File: src/rtl/wm_pkg.sv
// Shared opcodes, instruction field positions and FSM states for the washing
// register machine execution core.
package wm_pkg;

    localparam logic [7:0] op_halt    = 8'h00;
    localparam logic [7:0] op_wait    = 8'h11;
    localparam logic [7:0] op_fill    = 8'h12;
    localparam logic [7:0] op_release = 8'h13;
    localparam logic [7:0] op_forward = 8'h14;
    localparam logic [7:0] op_reverse = 8'h15;
    localparam logic [7:0] op_set     = 8'h21;
    localparam logic [7:0] op_dec     = 8'h22;
    localparam logic [7:0] op_j       = 8'h30;
    localparam logic [7:0] op_jz      = 8'h31;
    localparam logic [7:0] op_jnz     = 8'h32;

    localparam int OP_LSB  = 0;
    localparam int REG_LSB = 8;
    localparam int IMM_LSB = 16;

    typedef enum logic [1:0] {
        HALT  = 2'd0,
        EXEC  = 2'd1,
        TIMED = 2'd2
    } state_t;

    function automatic logic op_is_timed(input logic [7:0] op);
        return (op >= op_wait) && (op <= op_reverse);
    endfunction

    function automatic logic op_uses_reg(input logic [7:0] op);
        return (op == op_set) || (op == op_dec) || (op == op_jz) || (op == op_jnz);
    endfunction

    function automatic logic op_known(input logic [7:0] op);
        return (op == op_halt) || op_is_timed(op) || op_uses_reg(op) || (op == op_j);
    endfunction

endpackage

File: src/rtl/wm_phase_timer.sv
// Down-counter for timed phases: loaded with the phase length, counts tick
// pulses and flags the tick that ends the phase.
module wm_phase_timer #(
    parameter int CNT_WIDTH = 16
) (
    input  logic                 clk,
    input  logic                 rst_n,
    input  logic                 load,
    input  logic [CNT_WIDTH-1:0] value,
    input  logic                 tick,
    output logic                 done
);

    logic [CNT_WIDTH-1:0] cnt;

    always_ff @(posedge clk or negedge rst_n) begin
        if (!rst_n) begin
            cnt <= '0;
        end else if (load) begin
            cnt <= value;
        end else if (tick && (cnt != '0)) begin
            cnt <= cnt - CNT_WIDTH'(1);
        end
    end

    // A tick coinciding with the load is swallowed, so done cannot fire then.
    assign done = tick && !load && (cnt == CNT_WIDTH'(1));

endmodule

File: src/rtl/wm_exec.sv
// Execution core of the washing register machine: fetches from the ROM via pc,
// decodes, runs loop-counter registers and drives the one-hot actuator outputs.
module wm_exec
    import wm_pkg::*;
#(
    parameter int INSTRS_WIDTH = 32,
    parameter int ADDR_WIDTH   = 8,
    parameter int NREG         = 4,
    parameter int CNT_WIDTH    = 16,
    parameter int START_PC     = 2
) (
    input  logic                    clk,
    input  logic                    rst_n,
    input  logic                    start,
    input  logic                    abort,
    input  logic                    tick,
    input  logic [INSTRS_WIDTH-1:0] instr,
    output logic [ADDR_WIDTH-1:0]   pc,
    output logic                    fill_on,
    output logic                    drain_on,
    output logic                    motor_fwd,
    output logic                    motor_rev,
    output logic                    busy,
    output logic                    err
);

    localparam int IDX_W = (NREG > 1) ? $clog2(NREG) : 1;

    state_t               state;
    logic [CNT_WIDTH-1:0] regs [NREG];

    logic [7:0]            op;
    logic [7:0]            rg;
    logic [CNT_WIDTH-1:0]  imm;
    logic [IDX_W-1:0]      ridx;
    logic [CNT_WIDTH-1:0]  cur;
    logic                  bad;
    logic [ADDR_WIDTH-1:0] pc_inc;
    logic [ADDR_WIDTH-1:0] pc_tgt;
    logic                  timer_load;
    logic                  timer_tick;
    logic                  timer_done;

    assign op     = instr[OP_LSB +: 8];
    assign rg     = instr[REG_LSB +: 8];
    assign imm    = instr[IMM_LSB +: CNT_WIDTH];
    assign ridx   = rg[IDX_W-1:0];
    assign cur    = regs[ridx];
    assign bad    = !op_known(op) || (op_uses_reg(op) && (int'(rg) >= NREG));
    assign pc_inc = pc + ADDR_WIDTH'(1);
    assign pc_tgt = imm[ADDR_WIDTH-1:0];

    assign timer_load = (state == EXEC) && !abort && !bad && op_is_timed(op) && (imm != '0);
    assign timer_tick = (state == TIMED) && !abort && tick;

    wm_phase_timer #(
        .CNT_WIDTH(CNT_WIDTH)
    ) u_timer (
        .clk  (clk),
        .rst_n(rst_n),
        .load (timer_load),
        .value(imm),
        .tick (timer_tick),
        .done (timer_done)
    );

    always_ff @(posedge clk or negedge rst_n) begin
        if (!rst_n) begin
            state     <= HALT;
            pc        <= '0;
            fill_on   <= 1'b0;
            drain_on  <= 1'b0;
            motor_fwd <= 1'b0;
            motor_rev <= 1'b0;
            busy      <= 1'b0;
            err       <= 1'b0;
            for (int i = 0; i < NREG; i++) regs[i] <= '0;
        end else if (abort) begin
            state     <= HALT;
            pc        <= '0;
            fill_on   <= 1'b0;
            drain_on  <= 1'b0;
            motor_fwd <= 1'b0;
            motor_rev <= 1'b0;
            busy      <= 1'b0;
        end else begin
            case (state)
                HALT: begin
                    if (start) begin
                        pc    <= ADDR_WIDTH'(START_PC);
                        err   <= 1'b0;
                        busy  <= 1'b1;
                        state <= EXEC;
                    end
                end
                EXEC: begin
                    // Faults leave pc on the offending instruction for diagnosis.
                    if (bad) begin
                        err   <= 1'b1;
                        busy  <= 1'b0;
                        state <= HALT;
                    end else if (op_is_timed(op)) begin
                        if (imm == '0) begin
                            pc <= pc_inc;
                        end else begin
                            fill_on   <= (op == op_fill);
                            drain_on  <= (op == op_release);
                            motor_fwd <= (op == op_forward);
                            motor_rev <= (op == op_reverse);
                            state     <= TIMED;
                        end
                    end else begin
                        case (op)
                            op_halt: begin
                                busy  <= 1'b0;
                                state <= HALT;
                            end
                            op_set: begin
                                regs[ridx] <= imm;
                                pc         <= pc_inc;
                            end
                            op_dec: begin
                                regs[ridx] <= (cur == '0) ? cur : cur - CNT_WIDTH'(1);
                                pc         <= pc_inc;
                            end
                            op_j:    pc <= pc_tgt;
                            op_jz:   pc <= (cur == '0) ? pc_tgt : pc_inc;
                            op_jnz:  pc <= (cur != '0) ? pc_tgt : pc_inc;
                            default: pc <= pc;
                        endcase
                    end
                end
                TIMED: begin
                    if (timer_done) begin
                        fill_on   <= 1'b0;
                        drain_on  <= 1'b0;
                        motor_fwd <= 1'b0;
                        motor_rev <= 1'b0;
                        pc        <= pc_inc;
                        state     <= EXEC;
                    end
                end
                default: begin
                    busy  <= 1'b0;
                    state <= HALT;
                end
            endcase
        end
    end

endmodule

File: config.mk
export PLATFORM = sky130hd
export DESIGN_NAME = wm_exec
export DESIGN_NICKNAME = d
export VERILOG_FILES = /design/src/rtl/wm_pkg.sv /design/src/rtl/wm_phase_timer.sv /design/src/rtl/wm_exec.sv
export SDC_FILE = /design/constraint.sdc
export NUM_CORES = 1
export LEC_CHECK = 0
export ABC_AREA = 1
export ABC_CLOCK_PERIOD_IN_PS = 5480
export CELL_PAD_IN_SITES_DETAIL_PLACEMENT = 1
export CELL_PAD_IN_SITES_GLOBAL_PLACEMENT = 2
export CORE_MARGIN = 2
export CORE_UTILIZATION = 36
export DETAILED_ROUTE_END_ITERATION = 12
export HOLD_SLACK_MARGIN = 0.03
export PLACE_DENSITY_LB_ADDON = 0.1
export SLEW_MARGIN = 20
export SYNTH_ARGS = -nofsm -noshare
export SYNTH_HDL_FRONTEND = slang
export SYNTH_SLANG_ARGS = --single-unit
File: constraint.sdc
create_clock -name clk -period 5.48 [get_ports clk]
set_input_delay 1.096 -clock clk [delete_from_list [all_inputs] [get_ports clk]]
set_output_delay 1.096 -clock clk [all_outputs]
set_load 0.1 [all_outputs]
# ---- Word level (Yosys, flattened, before mapping)
# Index checks and enable logic that the tools add are counted.
# W data, S select, Z words.
dict set report word_totals {
  ff_bits 96
  latchBits 0
  ramBits 0
  romBits 0
  in_bits 37
  output_inout_bits 14
  wordCells 152
  memories 0
}
dict set report op_classes {
  add_sub_neg 3
  mul 0
  div_mod_pow 0
  order_cmp 5
  eq_ne 26
  shifts 0
  muxes 59
  n_bitwise 4
  reduce_logical 42
}
# operator n
set ops {}
lappend ops {{$bwmux W64} 2}
lappend ops {{$pmux W64 S2} 1}
lappend ops {{$mux W16} 6}
lappend ops {{$mux W8} 8}
lappend ops {{$reduce_bool A16 Y1} 3}
lappend ops {{$eq A8 B6 Y1 const B} 5}
lappend ops {{$bmux W16 S2} 1}
lappend ops {{$demux W16 S2} 1}
lappend ops {{$eq A8 B5 Y1 const B} 4}
lappend ops {{$logic_not A16 Y1} 2}
lappend ops {{$pmux W8 S4} 1}
lappend ops {{$sub A16 B1 Y16 const B} 2}
lappend ops {{$mux W1} 24}
lappend ops {{$pmux W8 S3} 1}
lappend ops {{$eq A16 B1 Y1 const B} 1}
lappend ops {{$mux W2} 7}
lappend ops {{$logic_and A1 B1 Y1} 12}
lappend ops {{$ne A3 B3 Y1 const B} 4}
lappend ops {{$reduce_and A4 Y1} 3}
lappend ops {{$pmux W1 S2} 5}
lappend ops {{$reduce_and A5 Y1} 2}
lappend ops {{$add A8 B1 Y8 const B} 1}
lappend ops {{$ge A8 B3 Y1 const B} 1}
lappend ops {{$ge A8 B5 Y1 const B} 1}
lappend ops {{other kinds (25)} 41}

# ---- Logic depth before layout (Yosys ltp)
# Gate-level depths: netlist of the first run.
dict set report depth {
  depth_word 18
  depth_mapped 21
  mapped_depth_nobuf 20
}

# ---- Modules after synthesis
# From an unflattened synthesis of the first run, not the netlist that was laid out.
dict set report unflattened {
  hier_cells 1024
  hier_area_um2 6722.7
}
# mod instances cells_each area_each_um2 seq_area_each_um2
set by_module_without_submodules {}
lappend by_module_without_submodules {wm_exec 1 841 5465.2 2001.9}
lappend by_module_without_submodules {wm_phase_timer 1 183 1257.5 400.4}

# ---- Worst setup path after synthesis of the first run
# Ideal clock, no wire load.
dict set report synth_path {
  path_kind {in2reg}
  startpoint {input instr[8]}
  endpoint {register pc[7]}
  setup_time_ps 120
  t_arrival_ps 2932
  required_time_ps 5360
  setup_slack_ps 2428
  cell_stages 21
  n_path_buf 1
  cell_sequence {buf_6 -> inv_4 -> nand2_2 -> inv_2 -> nand2_1 -> nand2_1 -> nor2_2 -> ha_1 -> inv_1 -> nor2_2 -> nand2_1 -> nor2_2 -> nand3_2 -> nand2_2 -> nand3_4 -> nand2_1 -> nand2_1 -> nand2_1 -> nand2_1 -> nand2_1 -> nand2_1}
}
dict set report synth_via {
  elab_chain_cells 12
  elab_cells_between_ends 26
  cone_classes {order compare (1); eq/ne (2); mux (10); bitwise (1); reduce/logical (12)}
}
# element line
set synth_rtl {}
lappend synth_rtl {{start, declared} wm_exec.sv:17} ;# input logic [INSTRS_WIDTH-1:0] instr,
lappend synth_rtl {{parallel branches: the longest is 12 deep, another holds $bmux W16 S2} --}
lappend synth_rtl {{end signal, assigned} wm_exec.sv:90} ;# pc <= ADDR_WIDTH'(START_PC);
lappend synth_rtl {{end signal, assigned} wm_exec.sv:104} ;# pc <= pc_inc;
lappend synth_rtl {{end signal, assigned} wm_exec.sv:120} ;# pc <= pc_inc;
lappend synth_rtl {{end, declared} wm_exec.sv:18} ;# output logic [ADDR_WIDTH-1:0] pc,
# Parallel ways; which one is timed is not known. The select of a mux whose other input is x is not followed.
# A chain may end at the register's enable or synchronous reset.

# ---- Worst setup path after layout of the first run
dict set report layout_path {
  startpoint {input instr[8]}
  endpoint {register regs[0] (netlist bit)}
}
dict set report layout_via {
  elab_chain_cells 8
  elab_cells_between_ends 20
  cone_classes {add/sub (1); order compare (3); mux (9); bitwise (2); reduce/logical (5)}
}
# element line
set layout_rtl {}
lappend layout_rtl {{$not A2 Y3} {wm_exec.sv:48, wm_exec.sv:119, wm_exec.sv:123}}
lappend layout_rtl {{$bmux W16 S2} wm_exec.sv:48} ;# assign cur = regs[ridx];
lappend layout_rtl {{$mux W16 (implied by the code) (2 in series)} wm_exec.sv:48}
lappend layout_rtl {{$sub A16 B1 Y16 / $logic_not A16 Y1 (equally long branches)} wm_exec.sv:123} ;# regs[ridx] <= (cur == '0) ? cur : cur - CNT_WIDTH'(1);
lappend layout_rtl {{$mux W16} wm_exec.sv:123}
lappend layout_rtl {{$bwmux W64} wm_exec.sv:123}
lappend layout_rtl {{$pmux W64 S2} wm_exec.sv:113} ;# case (op)
lappend layout_rtl {{end signal, assigned by index} wm_exec.sv:119} ;# regs[ridx] <= imm;
lappend layout_rtl {{end signal, assigned by index} wm_exec.sv:123}
lappend layout_rtl {{end, declared} wm_exec.sv:30} ;# logic [CNT_WIDTH-1:0] regs [NREG];
# Several ways; a longest one is shown, not always the timed one. The select of a mux whose other input is x is not followed.

==> metrics.txt, run 1 <==
Clock Latency Late Sink=0.36 ns; cell mode on critical path=nand2_1; flop and latch count out of synthesis=96; setup TNS=0 ns; post-cts hold buffer count=0; Seq. cell area=2400 sq um; share of post-route cells with drive strength above 1=9.20%; switching share of total power=31.2%; simple-gate share of the synthesized area=41.5%; first-pass GRT wire length=34.6 mm; Total GRT Usage=24.1%; setup violators final=0; post-synthesis mux area share=0%; worst slew pin tran=0.978 ns; CP Data Required Time=5.76 ns; Slowest cell on crit path=clkdlybuf4s50_1; Starting Density=37.0%; Detail Route Antenna Nets=0; CTS tree=done; Switch Pwr=0.570 mW; Clock Pin Slew Worst Setup and Hold Paths=0.07 ns; min Tclk post-route=4.11 ns; Post-CTS Repair Setup Buffers=0; static leakage=3.85 nW; Crit. End Element=flip-flop; critical-path cell list=clkdlybuf4s50_1 -> buf_4 -> nor2_1 -> nand2_1 -> nand2_1 -> nor2_2 -> ha_1 -> inv_1 -> nor2_2 -> nand2_1 -> nor2_2 -> nand2_1 -> inv_2 -> nor2_1 -> nor2_1 -> a22oi_2 -> o21ai_1; post_cts resized=0; H-tree depth=3; multi-input logic area=3500 sq um; status=finished, final reports clean; maximum vdd drop=152 uV; combinational cell fraction of total power=19.6%; Fin. Hold Viols=0; Syn Inst Count=965; Avg Vias per Cell=5.13; Ant. Diodes=0; number of fillers in the final layout=2269; worst r2r src=state[1]; total core area=17400 sq um; Hold Path End=regs[18]; Int Pwr=1.25 mW; CP max stage delay=0.55 ns; DR vias=6338; number of non-filler instances in the completed layout=1236; vias in the first global route=6538; number of synthesized flops with an enable pin=0; dominant cell type by area after synthesis=dfrtp_1; Highest Clock Rate=0.243 GHz; post-synthesis compound-gate area fraction=9.00%; synthesized cell area=6450 sq um; top post-synthesis cells by area=dfrtp_1 37%, nand2_1 23%, nand3_1 7.1%; dpl cells=1221; grt ovf=0; synth unique cells=43; reg2reg end=regs[19]; Synth-to-Final Area Change=15.2%; I/O Pins=51; DR pass1 iterations=5; nets@finish=1052; crit path launch type=input pin; hold path cells=2; YS warnings=0; drc violations=0; CTS max path bufs=2; # clock sinks=96; Post-Synth XOR/XNOR Area=2.17%; syn avg cell area=6.69 sq um; WP data arrival=4.39 ns; Routed WL=21.4 mm; max_slew headroom=34.6%; # rows=48; Seq pwr share=42.8%; MaxCap Viol Count=0; Clk network pwr share=37.6%; die width=138 microns; total design power=1.82 mW; Top FF cell, synth=dfrtp_1; min-delay worst type=reg -> reg; top cells by count, synth=399 x nand2_1, 96 x dfrtp_1, 92 x nand3_1; initial DRC count=268; largest family of logic cells by synthesized area=simple AND/OR/NAND/NOR gates; Final Wtd Congestion=0.853; sequential share of the synthesized area=37.2%; die height=138 microns; FF-to-FF setup slack=2.59 ns; period utilization=75.0%; Post-DP HPWL=15.8 mm; smallest hold slack=0.482 ns; adder-cell share of the synthesized area=1.55%; root buffer cell=clkbuf_16; DIE AREA=19000 sq um; WS Path Type=in -> reg; critical-path maximum fanout=16; most common cell in the netlist=nand2_1; Avg WL per Cell=17.3 microns; PortBufs=50; Reg2Reg Depth=9; ys async rst share=100%; Hold Startpoint=regs[18]; worst-case clock skew=0.0111 ns; Num CTS Buffers=9; initial antenna violation count=0; post-layout util=42.7%; top-area cell type share of the netlist area=37.2%; RSZ-0062 raised after global routing=no; pin count of the biggest net entering global routing=51; syn_nets=1010; PD cells=245 nW/um^2; Pins Over Slew Limit=0
[worst max path at each step]
| stage | startpoint | to | slack [ns] | depth (start not counted) |
|---|---|---|---|---|
| floorplan | instr[8] | pc[7] | 2.43 | 21 |
| global placement | instr[8] | regs[38] | 1.23 | 16 |
| detailed placement | instr[8] | regs[0] | 1.02 | 17 |
| CTS | instr[8] | regs[0] | 1.39 | 17 |
| global route | instr[8] | regs[6] | 1.09 | 16 |
| finish | instr[8] | regs[0] | 1.37 | 17 |
[layer usage]
layer / up-vias / routed length (microns) / global-route usage (%) / share of wire, %
li1: 3161 / - / - / -
met1: 3077 / 10200 / 32.5 / 48
met2: 84 / 10400 / 40.9 / 49
met3: 16 / 585 / 3.11 / 2.7
met4: 0 / 230 / 6.01 / 1.1
met5: - / 0 / 0 / 0
[flip-flops by register name, indices dropped and copies added (netlist names)]
name,cells
motor_fwd,1
pc,8
motor_rev,1
regs,64
u_timer.cnt,16
err,1
busy,1
fill_on,1
drain_on,1
state,2
[logic make-up after synthesis]
| group | count (synthesis) |
|---|---|
| buffers and inverters | 127 |
| AO/OA/AOI/OAI | 98 |
| AND/OR/NAND/NOR | 620 |
| adder cells (fa/ha/maj) | 8 |
| XOR/XNOR | 16 |
| flip-flops | 96 |
[worst max-delay path, delay by kind of cell]
kind,cells,cell delay [ns]
and+or+nand+nor,10,1.48
AOI/OAI and AO/OA,2,0.30
adders and majority gates,1,0.31
buffers and inverters,4,1.19
[power groups by stage]
| stage | Sequential, mW | Clock (mW) | Combinational (mW) |
|---|---|---|---|
| 2_1_floorplan | 0.830 | 0 | 0.193 |
| 3_3_place_gp | 0.793 | 0 | 0.355 |
| 3_5_place_dp | 0.793 | 0 | 0.359 |
| 4_1_cts | 0.780 | 0.701 | 0.362 |
| 5_1_grt | 0.786 | 0.724 | 0.401 |
| 6_report | 0.781 | 0.685 | 0.358 |
[per-stage QoR]
stage / setup slack [ns] / area (sq um)
2_1_floorplan: 2.43 / 6450
3_5_place_dp: 1.02 / 7120
6_report: 1.37 / 7430
4_1_cts: 1.39 / 7430
3_3_place_gp: 1.23 / 7120
5_1_grt: 1.09 / 7430
[area by class of cell]
cell class              count  share of cell area [%]
clock buffers              12                    3.59
inverters                 100                    5.10
multi-input cells         742                    47.0
flip-flops and latches     96                    32.3
well taps                 225                    3.79
repair buffers             58                    7.51
clock inverters             3                   0.640
[layout by cell type (no fill, tap or decap), drive strengths merged, types with 6 or more instances in the layout]
master	count
o221ai	7
nor2	80
a21oi	8
buf	9
ha	8
xor2	13
o21ai	67
clkdlybuf4s50	49
clkbuf	12
nand2	406
o31ai	6
nand3	98
inv	101
nand4	10
nor3	18
dfrtp	96
(Power assumes the default switching activity.)
==> inputs of run 2 (changes only) <==
Settings changed: ABC_CLOCK_PERIOD_IN_PS 5480 to 3500, CORE_UTILIZATION 36 to 30.
Clock period 5.48 ns to 3.5 ns, I/O delays scaled along.
==> metrics.txt, run 2 (same netlist as run 1, synthesis figures left out) <==
status=finished, final reports clean; drc violations=0 (unchanged); DIE AREA=22700 sq um (+19%); top flop regs=regs (64), u_timer.cnt (16), pc (8); critical-path maximum fanout=8 (-8); setup violators final=0 (unchanged); total design power=2.85 mW (+56%); root buffer cell=clkbuf_16; # rows=53 (+10%); largest register by flop count=regs; die height=151 microns (+9.3%); Avg Vias per Cell=4.84 (-5.6%); maximum vdd drop=210 uV (+39%); grt ovf=0 (unchanged); Detail Route Antenna Nets=0 (unchanged); CTS tree=done; Final Wtd Congestion=0.856 (+0.32%); MaxCap Viol Count=0 (unchanged); post_cts resized=0 (unchanged); die width=151 microns (+9.3%); static leakage=3.98 nW (+3.5%); WS Path Type=in -> reg; Fin. Hold Viols=0 (unchanged); WP data arrival=3.42 ns (-0.97 ns); PortBufs=50 (unchanged); Post-DP HPWL=17.3 mm (+9.6%); RSZ-0062 raised after global routing=no; worst slew pin tran=0.974 ns (-0.00429 ns); crit path launch type=input pin; H-tree depth=3 (unchanged); most frequent standard cell in the layout excluding fill and tap cells=nand2_1; Post-CTS Repair Setup Buffers=0 (unchanged); Switch Pwr=0.914 mW (+61%); period utilization=89.7%; Pins Over Slew Limit=0 (unchanged); nets@finish=1074 (+2.1%); I/O Pins=51 (unchanged); setup TNS=0 ns (unchanged); Routed WL=22.3 mm (+4.5%); Seq pwr share=42.9% (about the same); total core area=21100 sq um (+21%); initial DRC count=301 (+12%); combinational cell fraction of total power=20.2% (+0.6 points); DR vias=6330 (-0.13%); switching share of total power=32.1% (+0.88 points); CTS max path bufs=2 (unchanged); pin count of the biggest net entering global routing=50 (-2.0%); Largest register FFs=64 (unchanged); # clock sinks=96 (unchanged); Crit. End Element=flip-flop; worst-case clock skew=0.0119 ns (+0.000787 ns); DR pass1 iterations=4 (-1); post-cts hold buffer count=0 (unchanged); CP Data Required Time=3.78 ns (-1.98 ns); min-delay worst type=in -> async; first-pass GRT wire length=36.4 mm (+5.0%); Clk network pwr share=36.9% (-0.7 points); Ant. Diodes=0 (unchanged); Synth-to-Final Area Change=19.4%; Clock Latency Late Sink=0.36 ns (about the same); Highest Clock Rate=0.318 GHz; Clock Pin Slew Worst Setup and Hold Paths=0.07 ns (about the same); max_slew headroom=34.9% (+0.29 points); Int Pwr=1.93 mW (+54%); most frequent cells in the layout=399 x nand2_1, 96 x dfrtp_1, 92 x nand3_1; PD cells=370 nW/um^2 (+51%); vias in the first global route=6606 (+1.0%); Avg WL per Cell=17.1 microns (-1.2%); share of post-route cells with drive strength above 1=11.6% (+2.4 points); Total GRT Usage=21.1% (-3.0 points); Num CTS Buffers=9 (unchanged); min Tclk post-route=3.14 ns; initial antenna violation count=0 (unchanged); Starting Density=30.6% (-6.4 points)
[run 2: changes by cell type in the layout (fill, tap and decap cells not counted), sizes merged]
cell	previous run	this run
clkinvlp	0	2
clkdlybuf4s50	49	43
clkbuf	12	11
inv	101	100
buf	9	37
[run 2: layout make-up]
type | instances | area [sq um]
clock buffer | 11 | 243
tap | 275 | 344
timing repair buffer | 80 | 783
sequential | 96 | 2400
fill | 2727 | 13400
clock inverter | 4 | 53.8
inverter | 100 | 379
multi-input combinational | 742 | 3500
[run 2: worst max-delay path: stages]
cell and delay (ns):
clkdlybuf4s50_1 0.52, buf_4 0.21, nand2_4 0.09, inv_2 0.07, nand2_1 0.06, nand2_1 0.06, nor2_2 0.13, ha_1 0.19
inv_1 0.07, nor2_2 0.16, nand2_1 0.10, nor2_2 0.14, nand2_1 0.25, buf_4 0.24, a21oi_1 0.14, a22oi_2 0.11
o21ai_1 0.17
[run 2: path summary, 6_finish.rpt]
kind / start / endpoint / slack, ns / cells after the start
max in group asynchronous: rst_n / u_timer.cnt[7] / 2.42 / 2
hold reg to reg: regs[36] / regs[36] / 0.48 / 2
setup / recovery: instr[8] / regs[17] / 0.36 / 17
setup reg to reg: state[1] / regs[19] / 0.82 / 11
min in group clk: regs[36] / regs[36] / 0.48 / 2
hold / removal: rst_n / regs[54] / 0.36 / 1
[run 2: per-layer routing]
layer,part of all wire [%],vias to the layer above,track usage [%]
met3,2.6,16,2.21
met2,48,68,35.2
li1,-,3203,-
met5,0,-,0
met1,48,3043,28.9
met4,1.3,0,5.89
[run 2: power by group through the flow]
stage | sequential (mW) | clock [mW] | combinational (mW)
global placement | 1.24 | 0 | 0.579
CTS | 1.22 | 1.08 | 0.586
finish | 1.22 | 1.05 | 0.574
floorplan | 1.30 | 0 | 0.302
detailed placement | 1.24 | 0 | 0.583
global route | 1.23 | 1.12 | 0.647
[run 2: per-stage QoR]
| step | hold slack, ns | setup slack, ns | utilization, % | instances | instance area (sq um) |
|---|---|---|---|---|---|
| 2_1_floorplan | 0.404 | 0.844 | - | 965 | 6450 |
| 3_3_place_gp | 0.464 | 0.0538 | 35.1 | 1293 | 7400 |
| 3_5_place_dp | 0.465 | -0.0510 | 35.1 | 1293 | 7400 |
| 4_1_cts | 0.391 | 0.306 | 36.5 | 1308 | 7700 |
| 5_1_grt | 0.420 | 0.0479 | 36.5 | 1308 | 7700 |
| 6_report | 0.357 | 0.359 | 36.5 | 1308 | 7700 |
==> inputs of run 3 (changes only) <==
Settings changed: PLACE_DENSITY set to 0.74, PLACE_DENSITY_LB_ADDON 0.1 to not set, SKIP_CTS_REPAIR_TIMING set to 1, TNS_END_PERCENT set to 100.
==> metrics.txt, run 3 (same netlist as run 1, synthesis figures left out) <==
status=finished, final reports clean; Total GRT Usage=21.1% (+0.044 points); I/O Pins=51 (unchanged); Clock Pin Slew Worst Setup and Hold Paths=0.07 ns (about the same); initial antenna violation count=0 (unchanged); nets@finish=1078 (+0.37%); top flop regs=regs (64), u_timer.cnt (16), pc (8); CP top delay family=simple AND/OR/NAND/NOR gates; most frequent standard cell in the layout excluding fill and tap cells=nand2_1; RSZ-0062 raised after global routing=no; Post-DP HPWL=17.4 mm (+0.37%); PortBufs=50 (unchanged); die width=151 microns (unchanged); max_slew headroom=35.0% (+0.13 points); critical-path maximum fanout=7 (-1); smallest hold slack=0.318 ns (-0.0390 ns); setup violators final=0 (unchanged); Final Wtd Congestion=0.819 (-4.2%); Largest register FFs=64 (unchanged); maximum vdd drop=209 uV (-0.48%); Clock Latency Late Sink=0.35 ns (about the same); CP Data Required Time=3.71 ns (-0.07 ns); Avg Vias per Cell=4.86 (+0.50%); FF-to-FF setup slack=0.76 ns (-0.06 ns); Routed WL=22.6 mm (+1.2%); Ant. Diodes=0 (unchanged); reg2reg end=pc[6]; Reg2Reg Depth=12 (+1); Starting Density=30.6% (unchanged); first-pass GRT wire length=36.7 mm (+0.97%); Num CTS Buffers=9 (unchanged); CTS tree=done; min Tclk post-route=3.10 ns (-0.0386 ns); worst r2r src=state[0]; share of post-route cells with drive strength above 1=12.0% (+0.34 points); Detail Route Antenna Nets=0 (unchanged); initial DRC count=351 (+17%); H-tree depth=3 (unchanged); WS Path Type=in -> reg; Avg WL per Cell=17.2 microns (+0.90%); Pins Over Slew Limit=0 (unchanged); Crit path depth=17 (unchanged); worst-case clock skew=0.00746 ns (-0.00443 ns); static leakage=4.01 nW (+0.53%); MaxCap Viol Count=0 (unchanged); total design power=2.83 mW (-0.44%); number of fillers in the final layout=2735 (+0.29%); period utilization=88.6% (-1.1 points); Slowest cell on crit path=clkdlybuf4s50_1; DR vias=6381 (+0.81%); PD cells=367 nW/um^2 (-0.82%); Fin. Hold Viols=0 (unchanged); CTS max path bufs=2 (unchanged); most frequent cells in the layout=399 x nand2_1, 96 x dfrtp_1, 92 x nand3_1; CP max stage delay=0.52 ns (about the same); # rows=53 (unchanged); setup TNS=0 ns (unchanged); total core area=21100 sq um (unchanged); vias in the first global route=6535 (-1.1%); DIE AREA=22700 sq um (unchanged); crit path launch type=input pin; largest register by flop count=regs; grt ovf=0 (unchanged); DR pass1 iterations=4 (unchanged); # clock sinks=96 (unchanged); drc violations=0 (unchanged); min-delay worst type=in -> async; worst slew pin tran=0.972 ns (-0.00188 ns); die height=151 microns (unchanged); WP data arrival=3.31 ns (-0.11 ns); WP buf/inv=4 (-1); Crit. End Element=flip-flop; root buffer cell=clkbuf_16; Synth-to-Final Area Change=19.8%; pin count of the biggest net entering global routing=47 (-6.0%); Highest Clock Rate=0.322 GHz (+1.2%); critical-path cell list=clkdlybuf4s50_1 -> buf_4 -> nand2_4 -> inv_2 -> nand2_1 -> nand2_1 -> nor2_2 -> ha_1 -> inv_1 -> nor2_2 -> nand2_1 -> nor2_2 -> nand3_2 -> nand3_1 -> nand3_1 -> o21ai_1 -> o21ai_0
-- run 3: cell types whose count changed in the layout (fill, tap and decap cells not counted), sizes merged --
cell,change
clkinv,+2
inv,+1
clkinvlp,-1
clkbuf,-2
clkdlybuf4s50,+1
buf,+3
-- run 3: through the flow --
step | worst slack (ns) | instance area (sq um) | utilization [%] | cells
global route | 0.162 | 7730 | 36.7 | 1312
CTS | 0.375 | 7730 | 36.7 | 1312
floorplan | 0.844 | 6450 | - | 965
global placement | 0.0849 | 7440 | 35.3 | 1297
detailed placement | 0.0123 | 7440 | 35.3 | 1297
finish | 0.398 | 7730 | 36.7 | 1312
-- run 3: worst max-delay path by stage --
stage	end	slack, ns	from
floorplan	pc[7]	0.84	instr[8]
global placement	regs[51]	0.08	instr[8]
detailed placement	regs[35]	0.01	instr[8]
CTS	regs[3]	0.38	instr[8]
global route	pc[0]	0.16	instr[8]
finish	regs[3]	0.40	instr[8]
-- run 3: area by class of cell --
type / count / area, sq um / area share (%)
clock buffer: 9 / 225 / 2.91
clock inverter: 6 / 68.8 / 0.890
inverter: 100 / 379 / 4.90
multi-input combinational: 742 / 3500 / 45.2
sequential: 96 / 2400 / 31.1
tap: 275 / 344 / 4.45
timing repair buffer: 84 / 816 / 10.6
-- run 3: power breakdown --
part	internal (mW)	switching, mW	leakage (nW)
clock network	0.557	0.474	0.142
registers	1.17	0.0532	1.30
logic	0.195	0.388	2.56
total	1.92	0.916	4.01
-- run 3: worst register-to-register path, stage by stage, from the launching register on --
cell,delay [ns]
dfrtp_1,0.42
inv_1,0.12
ha_1,0.39
inv_1,0.20
nor2_1,0.23
nand3_1,0.10
nor3_1,0.30
nand2_1,0.12
nand2_1,0.12
nand4_1,0.19
nor2_2,0.33
nand2_1,0.10
nand2_1,0.06
-- run 3: metal layers --
layer | part of all wire (%) | GRT usage (%) | up-vias
met4 | 0.61 | 3.36 | 0
li1 | - | - | 3216
met3 | 2.4 | 2.76 | 11
met2 | 46 | 33.4 | 61
met1 | 51 | 31.2 | 3093
met5 | 0 | 0 | -
